File: config.mk
export PLATFORM = sky130hd
export DESIGN_NAME = relogio_duplo
export DESIGN_NICKNAME = d
export VERILOG_FILES = /design/src/rtl/relogio_duplo.sv
export SDC_FILE = /design/constraint.sdc
export NUM_CORES = 1
export LEC_CHECK = 0
export CORE_UTILIZATION = 26
export DETAILED_ROUTE_END_ITERATION = 16
export GPL_TIMING_DRIVEN = 1
export HOLD_SLACK_MARGIN = 0.15
export PLACE_DENSITY = 0.48
export SYNTH_ARGS = -nofsm -noshare
export SYNTH_HDL_FRONTEND = slang
export SYNTH_SLANG_ARGS = --single-unit
export TNS_END_PERCENT = 5
File: constraint.sdc
create_clock -name clock -period 5.1 [get_ports clock]
set_input_delay 1.53 -clock clock [delete_from_list [all_inputs] [get_ports clock]]
set_output_delay 1.53 -clock clock [all_outputs]
set_load 0.03 [all_outputs]
File: src/rtl/relogio_duplo.sv
// ---------------------------------------------------------------------------
// relogio_duplo -- two-player countdown chess clock.
//
// Each player's remaining time loads T0 on start and counts down on `tick`
// while it is that player's turn. A move (`jogada`) hands the turn over.
// A penalty deducts PEN from the player on turn. `pausa` freezes the clock.
// When the on-turn time reaches zero, that player's flag falls and the clock
// stops until the next `inicia`.
//
// Optional feature macro: RELOGIO_INCREMENTO_EN
//   defined   -> Fischer mode: each move credits INC to the mover, saturating
//                at TMAX.
//   undefined -> a move only toggles the turn, and INC is unused.
//
// Parameters:
//   T0    initial time per player (ticks)
//   INC   per-move bonus (ticks), Fischer mode only
//   PEN   penalty amount (ticks)
//   TMAX  saturation ceiling, T0 <= TMAX < 2**N
//   N     width of the time registers
//
// Ports:
//   clock     single clock, rising edge
//   zera_n    synchronous active-low reset
//   inicia    start/restart pulse (honoured only when idle or flagged)
//   tick      time-base enable, one unit of time per asserted cycle
//   jogada    pulse: on-turn player completed a move
//   penaliza  pulse: deduct PEN from the on-turn player
//   pausa     level: hold the clock while high
//   tempo_b   white's remaining time
//   tempo_p   black's remaining time
//   vez       player on turn (0 = white, 1 = black)
//   rodando   high while counting
//   fim_b     white's flag fell
//   fim_p     black's flag fell
//   fim       either flag fell
// ---------------------------------------------------------------------------
module relogio_duplo #(
  parameter int T0   = 300000,
  parameter int INC  = 2000,
  parameter int PEN  = 1000,
  parameter int TMAX = 600000,
  parameter int N    = 20
) (
  input  logic         clock,
  input  logic         zera_n,
  input  logic         inicia,
  input  logic         tick,
  input  logic         jogada,
  input  logic         penaliza,
  input  logic         pausa,
  output logic [N-1:0] tempo_b,
  output logic [N-1:0] tempo_p,
  output logic         vez,
  output logic         rodando,
  output logic         fim_b,
  output logic         fim_p,
  output logic         fim
);

  typedef enum logic [1:0] {
    OCIOSO = 2'd0,
    CONTA  = 2'd1,
    PAUSA  = 2'd2,
    FIM    = 2'd3
  } estado_t;

  localparam logic [N-1:0] T0_N  = N'(T0);
  localparam logic [N:0]   PEN_W = (N+1)'(PEN);

  estado_t      estado;
  logic [N-1:0] t_vez;     // on-turn time
  logic [N:0]   t_ext;     // on-turn time widened for the no-wrap subtraction
  logic [N:0]   deducao;   // tick + optional penalty
  logic [N-1:0] t1;        // on-turn time after deduction, floored at zero
  logic [N-1:0] t_move;    // on-turn time when a move is made

  // NOTE: every signal written in always_comb gets a default first, so no
  // path can leave it unassigned and infer a latch.
  always_comb begin
    t_vez   = vez ? tempo_p : tempo_b;
    t_ext   = {1'b0, t_vez};
    deducao = (N+1)'(tick) + (penaliza ? PEN_W : '0);
    t1      = '0;
    // Only take the difference when it is positive; otherwise floor at zero.
    if (t_ext > deducao) t1 = N'(t_ext - deducao);
  end

`ifdef RELOGIO_INCREMENTO_EN
  localparam logic [N+1:0] INC_W  = (N+2)'(INC);
  localparam logic [N+1:0] TMAX_W = (N+2)'(TMAX);

  logic [N+1:0] soma;

  // Bonus added in N+2 bits so the sum cannot wrap before the ceiling clamp.
  always_comb begin
    soma   = (N+2)'(t1) + INC_W;
    t_move = (soma > TMAX_W) ? N'(TMAX_W) : N'(soma);
  end
`else
  assign t_move = t1;
`endif

  // NOTE: all state and registered outputs use non-blocking assignments so
  // every update sees the values from before this edge.
  always_ff @(posedge clock) begin
    if (!zera_n) begin
      estado  <= OCIOSO;
      tempo_b <= T0_N;
      tempo_p <= T0_N;
      vez     <= 1'b0;
      rodando <= 1'b0;
      fim_b   <= 1'b0;
      fim_p   <= 1'b0;
      fim     <= 1'b0;
    end else begin
      case (estado)
        OCIOSO, FIM: begin
          if (inicia) begin
            estado  <= CONTA;
            tempo_b <= T0_N;
            tempo_p <= T0_N;
            vez     <= 1'b0;
            rodando <= 1'b1;
            fim_b   <= 1'b0;
            fim_p   <= 1'b0;
            fim     <= 1'b0;
          end
        end

        CONTA: begin
          if (pausa) begin
            estado  <= PAUSA;
            rodando <= 1'b0;
          end else if (t1 == '0) begin
            // Flag fall wins over a simultaneous move: turn is held.
            estado  <= FIM;
            rodando <= 1'b0;
            fim     <= 1'b1;
            if (vez) begin
              tempo_p <= '0;
              fim_p   <= 1'b1;
            end else begin
              tempo_b <= '0;
              fim_b   <= 1'b1;
            end
          end else begin
            if (vez) tempo_p <= jogada ? t_move : t1;
            else     tempo_b <= jogada ? t_move : t1;
            if (jogada) vez <= ~vez;
          end
        end

        PAUSA: begin
          if (!pausa) begin
            estado  <= CONTA;
            rodando <= 1'b1;
          end
        end

        default: begin
          estado  <= OCIOSO;
          rodando <= 1'b0;
        end
      endcase
    end
  end

endmodule

==> results.cfg <==
[run_status]
status = finished clean

[timing]
rsz0062_at_grt = no
max_slew.worst_pin.slew_ns = 0.772
finalCritPeriodShare_pct = 92.4
slew_violations = 0
finalSetupViolations = 0
slew_headroom_pct = 47.8
finalWorstSetupSlack_ns = 0.388
setup_tns_ns = 0
max_freq_ghz = 0.212
skew_ns = 0.00850
finalCriticalPeriod_ns = 4.71
hold_viol_final = 0

[synth]
synthCells = 360
synth_most_common_cell = dfxtp_1
synth.area.top_cells = dfxtp_1 (32%), mux2i_1 (5.4%), a21oi_1 (4.7%), ha_1 (4.2%), o21ai_0 (4.1%)
ys_seq_area_share_pct = 31.8
synth.distinct_cells = 59
synth_common_cells = dfxtp_1 (47), nand2_1 (32), a21oi_1 (28), nor2_1 (28), o21ai_0 (24)
synthFlopType = dfxtp_1
ys_seq_elements = 47
synthesis.area_um2 = 2960
synth_top_area_share_pct = 31.8
synth-edff-count = 0
yosys_warnings = 0
synth_area_leader_cell = dfxtp_1
synthArstFlopShare_pct = 0
synth_area_per_cell_um2 = 8.22
syn_nets = 377

[setup_path]
path_class = in2reg
cpLargestDelayFamily = compound AO/OA/AOI/OAI gates
crit_slowest_cell = or4b_4
cp_max_fo = 7
cp-start-kind = input port
crit_buf_inv = 2
cpPeakStageDelay_ns = 0.57
endpoint_kind = flop
critPathRequiredTime_ns = 5.30
worst_ep_arrival_time_ns = 4.91
cp_cell_sequence = clkdlybuf4s50_1 > inv_1 > ha_1 > a21oi_1 > o21ai_0 > a311o_2 > a31oi_1 > xnor2_1 > or4b_4 > o31ai_4 > a21oi_2 > a311oi_2

[final_layout]
final_util_pct = 34.5
fin_nets = 426
layout-drive-gt1-share_pct = 10.5
area_growth_pct = 28.0
antenna_cells = 0
fillCellCount = 1164

[placement]
port_buffers = 51
dp_hpwl_um = 6850
place_ws_ns = 0.105
place.gp.congestion = 0.842

[power_and_ir_drop]
ir_drop_uv = 164
power.leakage_nw = 1.32
p_sw_uw = 577
intPower_uw = 866
pwr-share-comb_pct = 43.8
p_sw_share_pct = 40.0
p_seq_share_pct = 31.9
clockPowerShare_pct = 24.3
power.density_nw_per_um2 = 381

[run]
maxCapViolations = 0

[detailed_routing]
vias = 2848
routed_wl_um = 9250
antenna_left = 0
vias_per_cell = 5.18
post-route-drc-count = 0
drt_iter0_markers = 147
wire_per_inst_um = 16.8
dr.pass1.iters = 4

[cts]
clock_path_buffers = 2
cts_tree = done
clockRootBuffer = clkbuf_16
cts.sinks = 47
ctsResizeCount = 0
cts_hold_buf = 0
cts_htree_levels = 2
cts_setup_buffers = 0
clkLatencyLatePin_ns = 0.29
path_clk_slew_ns = 0.07
cts_made_buffers = 5

[global_routing]
overflow = 0
grt_pass1_wl_um = 14500
grt_pass1_vias = 2749
grt_max_degree = 32
grtUsageTotal_pct = 16.1
antenna_found_initial = 0

[die]
start_util_pct = 26.9
die_y_um = 109
rows = 38
core_area_um2 = 11000
die_w_um = 109
die_area_um2 = 11800
ioPinCount = 52

[worst_hold_path]
hp-class = reg2reg
==> per-stage QoR <==
| stage | instance area (µm²) | power, mW | std cells | hold slack, ns |
|---|---|---|---|---|
| 2_1_floorplan | 2960 | 0.898 | 360 | 0.491 |
| 6_report | 3790 | 1.44 | 550 | 0.489 |
| 4_1_cts | 3790 | 1.45 | 550 | 0.486 |
| 3_3_place_gp | 3630 | 1.10 | 542 | 0.467 |
| 3_5_place_dp | 3630 | 1.10 | 542 | 0.477 |
| 5_1_grt | 3790 | 1.53 | 550 | 0.520 |
==> logic make-up (layout without fill, tap and decap cells) <==
family / after synthesis / in the layout / synth area share, %
flip-flops: 47 / 47 / 31.8
multiplexers: 25 / 25 / 9.05
AND/OR/NAND/NOR: 130 / 130 / 22.9
adder cells (fa/ha/maj): 10 / 10 / 4.23
XOR/XNOR: 15 / 15 / 4.69
AO/OA/AOI/OAI: 101 / 101 / 22.5
buffers and inverters: 32 / 82 / 4.78
==> worst register-to-register path, stage by stage (launching register included) <==
cell and delay [ns]:
dfxtp_2 0.75, mux2_2 0.44, ha_1 0.30, a21oi_1 0.24, o21ai_0 0.15, a311o_2 0.37, a31oi_1 0.18, xnor2_1 0.14
or4b_4 0.57, o31ai_4 0.43, a21oi_2 0.13, a311oi_2 0.26
==> power groups by stage <==
| stage | logic [mW] | registers (mW) | clock network [mW] |
|---|---|---|---|
| 3_3_place_gp | 0.630 | 0.468 | 0 |
| 2_1_floorplan | 0.373 | 0.525 | 0 |
| 3_5_place_dp | 0.632 | 0.469 | 0 |
| 4_1_cts | 0.634 | 0.461 | 0.360 |
| 6_report | 0.633 | 0.460 | 0.351 |
| 5_1_grt | 0.687 | 0.468 | 0.371 |
==> sequential cells by signal (all words and copies together), names as in the netlist <==
| signal | flops |
|---|---|
| tempo_p | 20 |
| rodando | 1 |
| fim | 1 |
| tempo_b | 20 |
| fim_p | 1 |
| estado | 2 |
| fim_b | 1 |
| vez | 1 |
==> cell type report <==
cell class	instances	area (µm²)	area share, %
multi-input combinational	281	1880	49.6
sequential	47	942	24.9
timing repair buffer	61	586	15.5
tap	140	175	4.62
clock buffer	8	156	4.13
inverter	13	48.8	1.29
==> path summary, 6_finish.rpt <==
| check | cells past startpoint | startpoint | slack, ns | end |
|---|---|---|---|---|
| setup / recovery | 12 | penaliza | 0.39 | estado[0]$_SDFFE_PN0P_ |
| hold / removal | 2 | tempo_p[19]$_SDFFE_PN0P_ | 0.49 | tempo_p[19]$_SDFFE_PN0P_ |
| setup reg to reg | 11 | vez$_SDFFE_PN0P_ | 1.06 | estado[0]$_SDFFE_PN0P_ |
| hold reg to reg | 2 | tempo_p[19]$_SDFFE_PN0P_ | 0.49 | tempo_p[19]$_SDFFE_PN0P_ |
==> layout by cell type (no fill, tap or decap), types with 5 or more instances in the layout <==
cell type / Yosys / routed
nor2_1: 28 / 28
clkbuf_16: 0 / 5
ha_1: 10 / 10
nand2_1: 32 / 32
mux2_2: 7 / 7
dfxtp_1: 47 / 46
clkdlybuf4s50_1: 0 / 51
buf_4: 1 / 10
inv_1: 12 / 12
mux2i_1: 16 / 16
a21oi_1: 28 / 28
nor4_1: 8 / 8
o21ai_0: 24 / 23
xnor2_1: 11 / 11
o211ai_1: 16 / 16
nor3_1: 12 / 12
nand3_1: 21 / 21
==> per-layer routing <==
metal | GRT usage [%] | vias up | share of wire [%]
li1 | - | 1429 | -
met1 | 22.8 | 1355 | 50
met2 | 25.2 | 57 | 45
met3 | 2.57 | 7 | 3.9
met4 | 4.25 | 0 | 0.72
met5 | 0 | - | 0
No activity file was read; power rests on OpenSTA's default activity.
